`src/rtl/serial_add_pkg.sv`:
```
// Shared definitions for the bit-serial adder controller: FSM state
// encoding and the bit-counter width helper.
package serial_add_pkg;

   // Controller states. Encoding 2'b11 is unused and recovers to IDLE.
   typedef enum logic [1:0] {
      IDLE = 2'b00,
      RUN  = 2'b01,
      DONE = 2'b10
   } state_t;

   // Supported operand widths.
   localparam int MIN_WIDTH = 2;
   localparam int MAX_WIDTH = 32;

   // Bit-counter width: ceil(log2(width)), never less than one bit.
   function automatic int cnt_width(input int width);
      return (width <= 2) ? 1 : $clog2(width);
   endfunction

endpackage

```
`src/rtl/fa_bit.sv`:
```
// One-bit full adder: the single arithmetic cell shared across all bit
// positions of the serial addition.
module fa_bit (
   input  logic a,
   input  logic b,
   input  logic cin,
   output logic s,
   output logic co
);

   assign s  = a ^ b ^ cin;
   assign co = (a & b) | (a & cin) | (b & cin);

endmodule

```
`src/rtl/serial_add_ctrl.sv`:
```
// Bit-serial addition controller: captures two operands on Start, feeds
// them LSB-first through one shared full adder over WIDTH cycles, then
// registers Sum/Carry and pulses Done for one cycle.
module serial_add_ctrl
   import serial_add_pkg::*;
#(
   parameter int WIDTH = 8
) (
   input  logic             Clk,
   input  logic             Rst,
   input  logic             Start,
   input  logic [WIDTH-1:0] A,
   input  logic [WIDTH-1:0] B,
   output logic             Busy,
   output logic             Done,
   output logic [WIDTH-1:0] Sum,
   output logic             Carry
);

   localparam int             CNT_W = cnt_width(WIDTH);
   localparam logic [CNT_W-1:0] LAST_BIT = CNT_W'(WIDTH - 1);

   state_t           state;
   state_t           state_nxt;
   logic             load;      // accept operands this edge
   logic             last;      // final bit is processed this edge
   logic [WIDTH-1:0] ra;
   logic [WIDTH-1:0] rb;
   logic [WIDTH-1:0] ps;
   logic [WIDTH-1:0] ps_nxt;
   logic             c;
   logic [CNT_W-1:0] cnt;
   logic             fa_s;
   logic             fa_co;

   fa_bit u_fa (
      .a   (ra[0]),
      .b   (rb[0]),
      .cin (c),
      .s   (fa_s),
      .co  (fa_co)
   );

   // The new sum bit enters at the MSB so that after WIDTH shifts bit 0
   // lines up at ps[0].
   assign ps_nxt = {fa_s, ps[WIDTH-1:1]};

   // Status outputs decode directly from the state register.
   assign Busy = (state == RUN);
   assign Done = (state == DONE);

   // State register.
   // NOTE: clocked state uses non-blocking assignments so every flop samples
   // pre-edge values regardless of block evaluation order.
   always_ff @(posedge Clk or posedge Rst) begin
      if (Rst) state <= IDLE;
      else     state <= state_nxt;
   end

   // Next-state and control decode.
   // NOTE: every signal driven here gets a default first; a path that skips
   // an assignment would otherwise infer a latch.
   always_comb begin
      state_nxt = state;
      load      = 1'b0;
      last      = 1'b0;
      case (state)
         IDLE: begin
            if (Start) begin
               load      = 1'b1;
               state_nxt = RUN;
            end
         end
         RUN: begin
            if (cnt == LAST_BIT) begin
               last      = 1'b1;
               state_nxt = DONE;
            end
         end
         DONE: begin
            if (Start) begin
               load      = 1'b1;
               state_nxt = RUN;
            end else begin
               state_nxt = IDLE;
            end
         end
         default: state_nxt = IDLE;
      endcase
   end

   // Operand shift registers, carry flop, counter and result registers.
   always_ff @(posedge Clk or posedge Rst) begin
      if (Rst) begin
         ra    <= '0;
         rb    <= '0;
         ps    <= '0;
         c     <= 1'b0;
         cnt   <= '0;
         Sum   <= '0;
         Carry <= 1'b0;
      end else if (load) begin
         ra  <= A;
         rb  <= B;
         ps  <= '0;
         c   <= 1'b0;
         cnt <= '0;
      end else if (state == RUN) begin
         ra  <= {1'b0, ra[WIDTH-1:1]};
         rb  <= {1'b0, rb[WIDTH-1:1]};
         ps  <= ps_nxt;
         c   <= fa_co;
         cnt <= cnt + 1'b1;
         // Result is published only on the completion edge; it holds the
         // previous value throughout a run.
         if (last) begin
            Sum   <= ps_nxt;
            Carry <= fa_co;
         end
      end
   end

endmodule

```
`config.mk`:
```
export PLATFORM = sky130hd
export DESIGN_NAME = serial_add_ctrl
export DESIGN_NICKNAME = d
export VERILOG_FILES = /design/src/rtl/serial_add_pkg.sv /design/src/rtl/fa_bit.sv /design/src/rtl/serial_add_ctrl.sv
export SDC_FILE = /design/constraint.sdc
export NUM_CORES = 1
export LEC_CHECK = 0
export BUFFER_PORTS_ARGS = -buffer_cell sky130_fd_sc_hd__buf_4
export CORE_MARGIN = 2
export CORE_UTILIZATION = 50
export CTS_CLUSTER_DIAMETER = 120
export DETAILED_ROUTE_END_ITERATION = 7
export PLACE_DENSITY_LB_ADDON = 0.3
export SLEW_MARGIN = 20
export SYNTH_ARGS = -nofsm -noshare
export SYNTH_HDL_FRONTEND = slang
export SYNTH_SLANG_ARGS = --single-unit
```
`constraint.sdc`:
```
create_clock -name Clk -period 1.5 [get_ports Clk]
set_input_delay 0.225 -clock Clk [delete_from_list [all_inputs] [get_ports Clk]]
set_output_delay 0.225 -clock Clk [all_outputs]
set_load 0.005 [all_outputs]
```
# Word level (Yosys, flattened, before mapping)
# Cells that the tools add are included.
[classes]
n_addsub = 1
n_eq_ne = 5
mux = 18
bitwise_logic = 8
reduce_logical = 5
[op_table]
columns = ["op", "count"]
rows = [
  ["two-way mux 8 bit", 6],
  ["two-way mux 1 bit", 7],
  ["two-way mux 3 bit", 2],
  ["one-hot mux 2 bit (3 select lines)", 1],
  ["two-way mux 2 bit", 2],
  ["adder 3 x 1 -> 3 bit, second input constant", 1],
  ["AND 1 bit", 3],
  ["== test 3 bit, second input constant", 1],
  ["AND reduction 3 bit", 1],
  ["== test 2 x 1 -> 1 bit, second input constant", 1],
  ["== test 2 bit, second input constant", 1],
  ["logical NOT 2 bit", 1],
  ["inequality test 2 x 1 -> 1 bit, second input constant", 1],
  ["inequality test 2 bit, second input constant", 1],
  ["OR 1 bit", 2],
  ["AND reduction 2 bit", 1],
  ["nonzero test 2 bit", 1],
  ["OR reduction 2 bit", 1],
  ["XOR 1 bit", 2],
  ["inverter 1 bit", 1],
]
[word_totals]
reg_bits = 39
input_bits = 19
output_inout_bits = 11
wordCells = 45

# Logic depth before layout (Yosys ltp)
[depth]
word_depth = 5
ltp_mapped = 6
ltp_nobuf = 5

# By module
# From an unflattened synthesis, not the netlist that was laid out.
[hier_totals]
hier_cells = 169
hier_area_um2 = 1930.6
[modules_own_cells]
columns = ["mod", "instances", "cells_each", "area_per_inst_um2"]
rows = [
  ["serial_add_ctrl", 1, 168, 1910.6],
  ["fa_bit", 1, 1, 20.0],
]

# Worst setup path after synthesis
# Ideal clock, no wire load.
[synth_path]
path_type = "register -> register"
start = "register c"
end = "register ps[7]"
t_arrival_ps = 1293
t_required_ps = 1379
setup_slack_ps = 86
stages_incl_launch_ff = 4
synth_period_minus_slack_ps = 1414
cell_sequence = "dfrtp_1 > fa_1 > mux2_2 > a22o_1"
[synth_via]
elab_chain_cells = 3
[synth_rtl]
columns = ["element", "line", "rtl"]
rows = [
  ["from (decl)", "serial_add_ctrl.sv:31", "logic c;"],
  ["from (signal assigned)", "serial_add_ctrl.sv:112", "c <= fa_co;"],
  ["XOR 1 bit", "fa_bit.sv:11", "assign s = a ^ b ^ cin;"],
  ["via fa_s", "serial_add_ctrl.sv:33", "logic fa_s;"],
  ["two-way mux 8 bit", "serial_add_ctrl.sv:108", "end else if (state == RUN) begin"],
  ["two-way mux 8 bit", "serial_add_ctrl.sv:102", "end else if (load) begin"],
  ["to (signal assigned)", "serial_add_ctrl.sv:111", "ps <= ps_nxt;"],
  ["to (decl)", "serial_add_ctrl.sv:29", "logic [WIDTH-1:0] ps;"],
]
# The timed path passes the listed nets, and every way through them passes these cells. The select of a mux whose other input is x is not followed.
# A chain may end at the register's enable or synchronous reset.

# Worst setup path after layout
[layout_path]
start = "register rb[0]"
end = "register ps[7]"
[layout_via]
elab_chain_cells = 4
[layout_rtl]
columns = ["element", "line", "rtl"]
rows = [
  ["from (decl)", "serial_add_ctrl.sv:28", "logic [WIDTH-1:0] rb;"],
  ["from (signal assigned)", "serial_add_ctrl.sv:110", "rb <= {1'b0, rb[WIDTH-1:1]};"],
  ["XOR 1 bit (2 in series)", "fa_bit.sv:11", ""],
  ["via fa_s", "serial_add_ctrl.sv:33", ""],
  ["two-way mux 8 bit", "serial_add_ctrl.sv:108", ""],
  ["two-way mux 8 bit", "serial_add_ctrl.sv:102", ""],
]
# The timed path passes the listed nets, and every way through them passes these cells. The select of a mux whose other input is x is not followed.

==> metrics.cfg <==
[status]
status = finished clean

[finish]
final_layout_size_suffix_gt1_share_pct = 42.5
synthToLayoutAreaGrowth_pct = 19.8
num-nets-final = 214
antenna_cells = 0
final_area_um2 = 2190

[setup_path]
rr_worst_depth = 3
critPathBufInv = 0
cp-end-kind = flop
cp_data_required_time_ps = 1730
crit_fanout = 2
crit_path_top_delay_cell = fa_1
critical_path.max_stage_delay_ps = 500
critPathTopFamily = adder cells
cp.arrival_ps = 1700
path_class = flop to flop
cp_cell_sequence = fa_1 -> mux2_2 -> a22o_1
path_depth = 3
critPathLaunchType = flop

[power_and_ir_drop]
p_leak_nw = 1.07
ir_worst_vdd_uv = 966
powerDensity_nw_per_um2 = 2050

[clock_network]
clkTransAtPathRegs_ps = 100
cts_sinks = 38
cts-root-buf = clkbuf_4
clockBufferDepth = 2
numCtsBuffers = 5
htreeDepth = 2
clk_latency_ps = 340
cts_tree = done

[sta]
final_hold_viol_count = 0
clock.fmax_ghz = 0.681
post-route-min-period_ps = 1470
whs_ps = 154
clock-skew-final_ps = 11.7
slew_viol_final = 0
tightest_slew_ps = 466
setup_viol = 0
slew-limit-headroom_pct = 68.9
period_share_pct = 97.9

[drt]
vias = 1250
wl_per_cell_um = 13.9
firstDrtPassIters = 4
drtAntennaViolNets = 0
drc_errors = 0
vias_per_cell = 5.23
routed_wl_um = 3330
initialDrtViolationCount = 47

[die]
pin_count = 30
core_um2 = 3420
core.rowCount = 21
die_area_um2 = 4160
start_util_pct = 53.6
die_w_um = 64.5
die_height_um = 64.5

[global_routing]
grt_usage_pct = 17.6
grt_pass1_wl_um = 5650
grt-ovfl-total = 0
antenna_found_initial = 0
grt_max_degree = 39
grt_pass1_vias = 1277

[placed_design]
io_buffer_count = 29
postPlaceCellArea_um2 = 2090
gp_congestion = 0.798
hpwl_um = 2290

[yosys]
yosys_register_bits = 38
yosys_most_used_dff = dfrtp_1
synth.area.top_cells = dfrtp_1 52%, mux2_4 7.4%, mux2_2 6.2%
synth_cells = 154
synth-seq-area-share_pct = 51.9
netlist_area_um2 = 1830
synth_cell_type_count = 26
syn-num-nets = 176
avgSynthCellArea_um2 = 11.9
yosysTopAreaCell = dfrtp_1
yosysWarnings = 0
async_flop_share_pct = 100
synth_edf_count = 0
yosys-top-cells-count = 38 x dfrtp_1, 16 x inv_1, 14 x o22ai_1
synth_top_area_share_pct = 51.9
synth_most_common_cell = dfrtp_1

[min_path]
hold_class = primary input to flop
whs_path_depth = 3

[flow_run]
maxCapViolations = 0

metrics by stage:
stage | setup WS [ps] | cells | utilization (%) | setup TNS (ps) | power [mW]
5_1_grt | -0.782 | 239 | 64.2 | -0.782 | 4.83
3_5_place_dp | 37.9 | 226 | 61.1 | 0 | 3.85
2_1_floorplan | 85.8 | 154 | - | 0 | 3.33
3_3_place_gp | 76.3 | 226 | 61.1 | 0 | 3.72
6_report | 31.2 | 239 | 64.2 | 0 | 4.49
4_1_cts | 21.0 | 237 | 63.7 | 0 | 4.44
where the power goes:
part	switching [mW]	internal [mW]
clock	0.318	0.227
combinational	0.931	1.18
sequential	0.328	1.50
total	1.58	2.91
flip-flops by register name, summed over array words and instances, names as in the netlist:
signal  count
cnt         3
Sum         8
c           1
ps          7
Carry       1
state       2
ra          8
rb          8
placed cells by master (no fill, tap or decap), drive strengths merged:
master,n
buf,40
dfrtp,38
mux2,19
inv,17
o22ai,14
a21oi,14
o21ai,10
nand2b,9
nand2,8
clkbuf,7
a22o,4
mux2i,2
nand3,2
ha,2
and2,1
nor2b,1
xnor2,1
nor2,1
fa,1
clkinv,1
dlygate4sd3,1
final timing paths:
kind	start	end	slack, ps
worst max register to register	rb[0]	ps[7]	30
max in group asynchronous	Rst	state[0]	620
min in group asynchronous	Rst	Sum[4]	540
worst max-delay path	rb[0]	ps[7]	30
worst min register to register	Sum[7]	Sum[7]	520
worst min-delay path	A[1]	ra[1]	150
area by class of cell:
type	instances	area, um^2
Sequential cell	38	952
Clock inverter	1	5.00
Timing Repair Buffer	41	310
Inverter	17	68.8
Tap cell	46	57.6
Fill cell	294	1220
Multi-Input combinational cell	89	743
Clock buffer	7	55.1
kinds of logic (layout without fill, tap and decap cells):
| group | after synthesis | count (layout) | share of synthesized area, % |
|---|---|---|---|
| compound gates | 42 | 42 | 15.3 |
| xor+xnor | 1 | 1 | 0.479 |
| fa+ha+maj | 3 | 3 | 2.46 |
| buf+inv | 27 | 66 | 7.59 |
| flops | 38 | 38 | 51.9 |
| mux | 21 | 21 | 14.6 |
| simple gates | 22 | 22 | 7.59 |
worst register-to-register path: stages, from the launching register on:
cell and delay, ps:
dfrtp_1 410, fa_1 500, mux2_2 280, a22o_1 180
repair_timing:
item	CTS	global route
hold buffers	1	0
resized for setup	1	1
setup endpoints to repair	1	11
pin swaps	0	2
buffers inserted	2	2
endpoints found under the hold margin	1	0
routing by layer:
| metal | vias up | wire length (um) | global-route usage [%] |
|---|---|---|---|
| met5 | - | 0 | 0 |
| met4 | 0 | 53 | 6.38 |
| met3 | 8 | 135 | 4.69 |
| met2 | 29 | 1670 | 30.2 |
| met1 | 609 | 1480 | 21.4 |
| li1 | 604 | - | - |
Power figures use the tool's default switching activity.
